File: src/rtl/uart_rx_pkg.sv
// rtl/uart_rx_pkg.sv - UART receive FSM state encodings and line constants
// FSM encodings and line-level constants shared with the future uart_tx.
package uart_rx_pkg;

  typedef enum logic [2:0] {
    IDLE   = 3'd0,
    START  = 3'd1,
    DATA   = 3'd2,
    PARITY = 3'd3,
    STOP   = 3'd4,
    BREAK  = 3'd5
  } rx_state_t;

  localparam logic LINE_IDLE = 1'b1;

endpackage

File: src/rtl/uart_sync2.sv
// rtl/uart_sync2.sv - two-flop synchroniser for asynchronous single-bit inputs
// RESET_VAL lets each user choose the flop reset level that matches its idle input state.
module uart_sync2 #(
  parameter logic RESET_VAL = 1'b1
) (
  input  logic clk,
  input  logic rst,
  input  logic d,
  output logic q
);

  logic meta;

  always_ff @(posedge clk) begin
    if (rst) begin
      meta <= RESET_VAL;
      q    <= RESET_VAL;
    end else begin
      meta <= d;
      q    <= meta;
    end
  end

endmodule

File: src/rtl/uart_rx.sv
// rtl/uart_rx.sv - 8N1 UART receiver on an oversample tick; UART_RX_PARITY_EN adds an even-parity bit
// All sampling decisions are taken on rx_en ticks from the synchronised line rx_s.
module uart_rx
  import uart_rx_pkg::*;
#(
  parameter int DATA_BITS  = 8,
  parameter int OVERSAMPLE = 16
) (
  input  logic                 clk,
  input  logic                 rst,
  input  logic                 rx_en,
  input  logic                 rx,
  output logic [DATA_BITS-1:0] data_out,
  output logic                 data_valid,
  output logic                 frame_err,
  output logic                 busy
);

  localparam int SC_W = $clog2(OVERSAMPLE);
  localparam int BC_W = (DATA_BITS > 1) ? $clog2(DATA_BITS) : 1;
  localparam logic [SC_W-1:0] SC_MID  = SC_W'(OVERSAMPLE / 2 - 1);
  localparam logic [SC_W-1:0] SC_LAST = SC_W'(OVERSAMPLE - 1);
  localparam logic [BC_W-1:0] BC_LAST = BC_W'(DATA_BITS - 1);

  rx_state_t            state;
  rx_state_t            state_nxt;
  logic                 rx_s;
  logic [SC_W-1:0]      sc;
  logic [BC_W-1:0]      bc;
  logic [DATA_BITS-1:0] shreg;
  logic                 sc_mid;
  logic                 sc_last;
  logic                 stop_ok;
  logic                 parity_ok;
  logic                 frame_done;
  logic                 frame_good;

  uart_sync2 #(.RESET_VAL(LINE_IDLE)) u_sync (
    .clk (clk),
    .rst (rst),
    .d   (rx),
    .q   (rx_s)
  );

  assign sc_mid  = (sc == SC_MID);
  assign sc_last = (sc == SC_LAST);
  assign stop_ok = (rx_s == LINE_IDLE);

`ifdef UART_RX_PARITY_EN
  logic par_bit;
  // Even parity: data ones plus the parity bit must total an even count.
  assign parity_ok = ~(^shreg ^ par_bit);
`else
  assign parity_ok = 1'b1;
`endif

  assign frame_done = rx_en && (state == STOP) && sc_last;
  assign frame_good = frame_done && stop_ok && parity_ok;

  always_ff @(posedge clk) begin
    if (rst) begin
      state <= IDLE;
    end else begin
      state <= state_nxt;
    end
  end

  always_comb begin
    state_nxt = state;
    if (rx_en) begin
      case (state)
        IDLE:    if (!rx_s) state_nxt = START;
        START:   if (sc_mid) state_nxt = rx_s ? IDLE : DATA;
`ifdef UART_RX_PARITY_EN
        DATA:    if (sc_last && bc == BC_LAST) state_nxt = PARITY;
        PARITY:  if (sc_last) state_nxt = STOP;
`else
        DATA:    if (sc_last && bc == BC_LAST) state_nxt = STOP;
`endif
        // A low stop bit parks in BREAK so a held-low line cannot look like a new start bit.
        STOP:    if (sc_last) state_nxt = stop_ok ? IDLE : BREAK;
        BREAK:   if (rx_s) state_nxt = IDLE;
        default: state_nxt = IDLE;
      endcase
    end
  end

  always_comb begin
    busy = 1'b0;
    case (state)
      DATA, PARITY, STOP, BREAK: busy = 1'b1;
      default:                   busy = 1'b0;
    endcase
  end

  always_ff @(posedge clk) begin
    if (rst) begin
      sc         <= '0;
      bc         <= '0;
      shreg      <= '0;
      data_out   <= '0;
      data_valid <= 1'b0;
      frame_err  <= 1'b0;
`ifdef UART_RX_PARITY_EN
      par_bit    <= 1'b0;
`endif
    end else begin
      data_valid <= frame_good;
      frame_err  <= frame_done && !frame_good;
      if (frame_good) begin
        data_out <= shreg;
      end
      if (rx_en) begin
        case (state)
          START: begin
            sc <= sc_mid ? '0 : sc + 1'b1;
            bc <= '0;
          end
          DATA: begin
            if (sc_last) begin
              sc    <= '0;
              shreg <= {rx_s, shreg[DATA_BITS-1:1]};
              bc    <= (bc == BC_LAST) ? '0 : bc + 1'b1;
            end else begin
              sc <= sc + 1'b1;
            end
          end
`ifdef UART_RX_PARITY_EN
          PARITY: begin
            if (sc_last) begin
              par_bit <= rx_s;
            end
            sc <= sc_last ? '0 : sc + 1'b1;
          end
`endif
          STOP:    sc <= sc_last ? '0 : sc + 1'b1;
          default: sc <= '0;
        endcase
      end
    end
  end

endmodule

File: config.mk
export PLATFORM = sky130hd
export DESIGN_NAME = uart_rx
export DESIGN_NICKNAME = d
export VERILOG_FILES = /design/src/rtl/uart_rx_pkg.sv /design/src/rtl/uart_sync2.sv /design/src/rtl/uart_rx.sv
export SDC_FILE = /design/constraint.sdc
export NUM_CORES = 1
export LEC_CHECK = 0
export BUFFER_PORTS_ARGS = -buffer_cell sky130_fd_sc_hd__buf_4
export CORE_UTILIZATION = 60
export CTS_BUF_LIST = sky130_fd_sc_hd__clkbuf_4 sky130_fd_sc_hd__clkbuf_8 sky130_fd_sc_hd__clkbuf_16
export DETAILED_ROUTE_END_ITERATION = 8
export PLACE_DENSITY_LB_ADDON = 0.2
export SLEW_MARGIN = 10
export SYNTH_ARGS = -nofsm -noshare
export SYNTH_HDL_FRONTEND = slang
export SYNTH_HIERARCHICAL = 1
export SYNTH_SLANG_ARGS = --single-unit
File: constraint.sdc
create_clock -name clk -period 4.23 [get_ports clk]
set_input_delay 0.846 -clock clk [delete_from_list [all_inputs] [get_ports clk]]
set_output_delay 0.846 -clock clk [all_outputs]
set_load 0.05 [all_outputs]
==> impl_results.md <==
- Critical-path top delay cell: dfxtp_1
- Die height: 49.0 um
- Initial Util: 65.4%
- Clock tree sinks: 30
- Quantity of gates resized following cts: 0
- Fill cells: 170
- Largest net degree at the start of global routing: 33
- Clk buf depth: 2
- DRC: 0
- Row count: 16
- DP HPWL: 1850 um
- GPL Wtd Cong: 0.839
- Status: completed
- Vias per cell: 5.84
- Non-Filler Instances: 186
- Mapped Avg Cell Area: 9.12 um2
- Port Buffers: 14
- CP Capture Type: output pin
- CTS tree: done
- Cell accounting for the most synthesized area: dfxtp_1
- Crit path cell chain: inv_1 > ha_1 > buf_4
- First-pass GRT wire length: 4600 um
- Hold Fails Final Rpt: 0
- Placed insts: 179
- GRT Total Usage: 25.9%
- Fin crit share: 57.9%
- Ys flop type: dfxtp_1
- Post-CTS setup buffer count: 0
- Fmax achieved: 408 MHz
- Syn_nets: 153
- FF+latch area: 601 um2
- Number of global-route vias before repair: 1029
- FFs w/ async S/R, synth: 0%
- Gr ovfl total: 0
- PD cells: 317 nW/um2
- Router iterations before antenna repair: 4
- Synth cell count leaders: dfxtp_1, nand2_1, a21oi_1
- Worst Skew: 0.00796 ns
- Leak Pwr: 0.000535 uW
- Antenna violations before repair: 0
- Largest cells by area after synthesis: dfxtp_1, mux2i_1, nand2_1
- Synth Register Bits: 30
- Area grow syn2layout: 12.3%
- Final Net Count: 167
- Post-Syn Instances: 145
- Antenna Cells: 0
- Delay-heaviest family, CP: flip-flops
- Core area: 2020 um2
- Most frequent cell after synthesis: dfxtp_1
- WS Path Type: flip-flop to output pin
- Layout cells sized above 1: 15.1%
- Hold buffers post-CTS: 0
- Number of synthesized flops with an enable pin: 0
- Die Width: 49.0 um
- Root Buffer: clkbuf_4
- Clk_lat worst skew: 0.32 ns
- Final instance area: 1490 um2
- Setup WS post-layout: 1.78 ns
- Hold WC Path Type: flip-flop to flip-flop
- Detailed router's first-iteration violation count: 41
- Final number of setup-violating endpoints: 0
- Worst slew margin: 53.0%
- IO Count: 15
- WP buf/inv: 2
- Max-Cap Viols: 0
- DR vias: 1086
- Per-cell routed wire length: 14.6 um
- Critical path arrival: 1.60 ns
- CTS Buf Count: 5
- Final wirelength: 2720 um
- RSZ-0062 raised after global routing: false
- Critical Path RT: 3.38 ns
- Setup TNS: 0 ns
- Setup WS pre-CTS: 1.95 ns
- Sequential area share after synthesis: 45.4%
- Final slew viol count: 0
- Max FO, Critical Path: 14
- Post-synth top area share: 45.4%
- Area of the mapped netlist: 1320 um2
- Distinct cells, synth: 35
- Maximum VDD drop: 0.223 mV
- Fin crit period: 2.45 ns
- Warnings from Yosys: 6
- Final ANT Viol Nets: 0
- Worst path max stage delay: 0.66 ns
- Clock-pin slew on the worst setup and hold paths: 0.08 ns
- Slew @ Worst Pin: 0.700 ns
- Post-DP Area: 1430 um2
- Footprint of the multi-input gates: 686 um2
- Tightest hold margin: 0.417 ns
- H-tree depth: 2
- Crit path launch type: flip-flop
- Die area: 2400 um2
power by group:
part | leakage, uW | switching, uW | internal (uW)
Clock | 0.0000322 | 89.2 | 75.4
Combinational | 0.000260 | 11.2 | 7.37
Sequential | 0.000242 | 4.06 | 284
registers in the layout, summed over array words and instances, names as in the netlist:
| register | count |
|---|---|
| data_out | 8 |
| shreg | 8 |
| sc | 4 |
| bc | 3 |
| state | 3 |
| data_valid | 1 |
| frame_err | 1 |
| u_sync/meta | 1 |
| u_sync/q | 1 |
kinds of logic after synthesis:
family	Yosys count	share of synthesized area (%)
compound gates	23	10.2
xor+xnor	1	0.662
fa+ha+maj	4	3.78
buf+inv	9	2.74
flops	30	45.4
mux	11	8.42
simple gates	67	28.8
layout by cell type (no fill, tap or decap), drive strengths merged, types with 2 or more instances in the layout:
cell and count:
clkbuf 7, a2111oi 2, nand2 21, or2 2, nor2 12, a31oi 2
dfxtp 30, nand3 6, or3 2, buf 14, o21ai 3, inv 2
a21oi 13, nand4b 2, nand4 3, mux2i 10, nand2b 8, ha 4
nor4b 2
worst reg2reg max path, delay by kind of cell (launching register included):
family | cells | cell delay, ns
AOI/OAI and AO/OA | 2 | 0.82
adders and majority gates | 1 | 0.28
DFF | 1 | 0.34
muxes | 1 | 0.35
and+or+nand+nor | 1 | 0.21
layout make-up:
| cell class | instances | area share, % |
|---|---|---|
| clock buffer | 7 | 3.54 |
| inverter | 2 | 0.505 |
| multi-input combinational | 106 | 46.2 |
| sequential | 30 | 40.4 |
| tap | 27 | 2.27 |
| timing repair buffer | 14 | 7.08 |
stage by stage:
stage	power (uW)	utilization (%)
after floorplan	307	-
after global placement	312	70.9
after detailed placement	313	70.9
after CTS	474	73.5
after global routing	490	73.5
final	471	73.5
path summary, 6_finish.rpt:
check                   start        to  slack [ns]  depth (start not counted)
setup / recovery     state[1]      busy        1.78                          3
hold / removal    u_sync/meta  u_sync/q        0.42                          1
setup reg to reg        sc[0]  state[0]        2.11                          5
hold reg to reg   u_sync/meta  u_sync/q        0.42                          1
per-layer routing:
metal  share of wire (%)  up-vias  GRT usage (%)
li1                    -      538              -
met1                  45      522           31.2
met2                  49       21           41.7
met3                 4.0        5           8.72
met4                 1.8        0           11.3
met5                   0        -              0
Note: power is estimated with default switching activity, not from simulation.
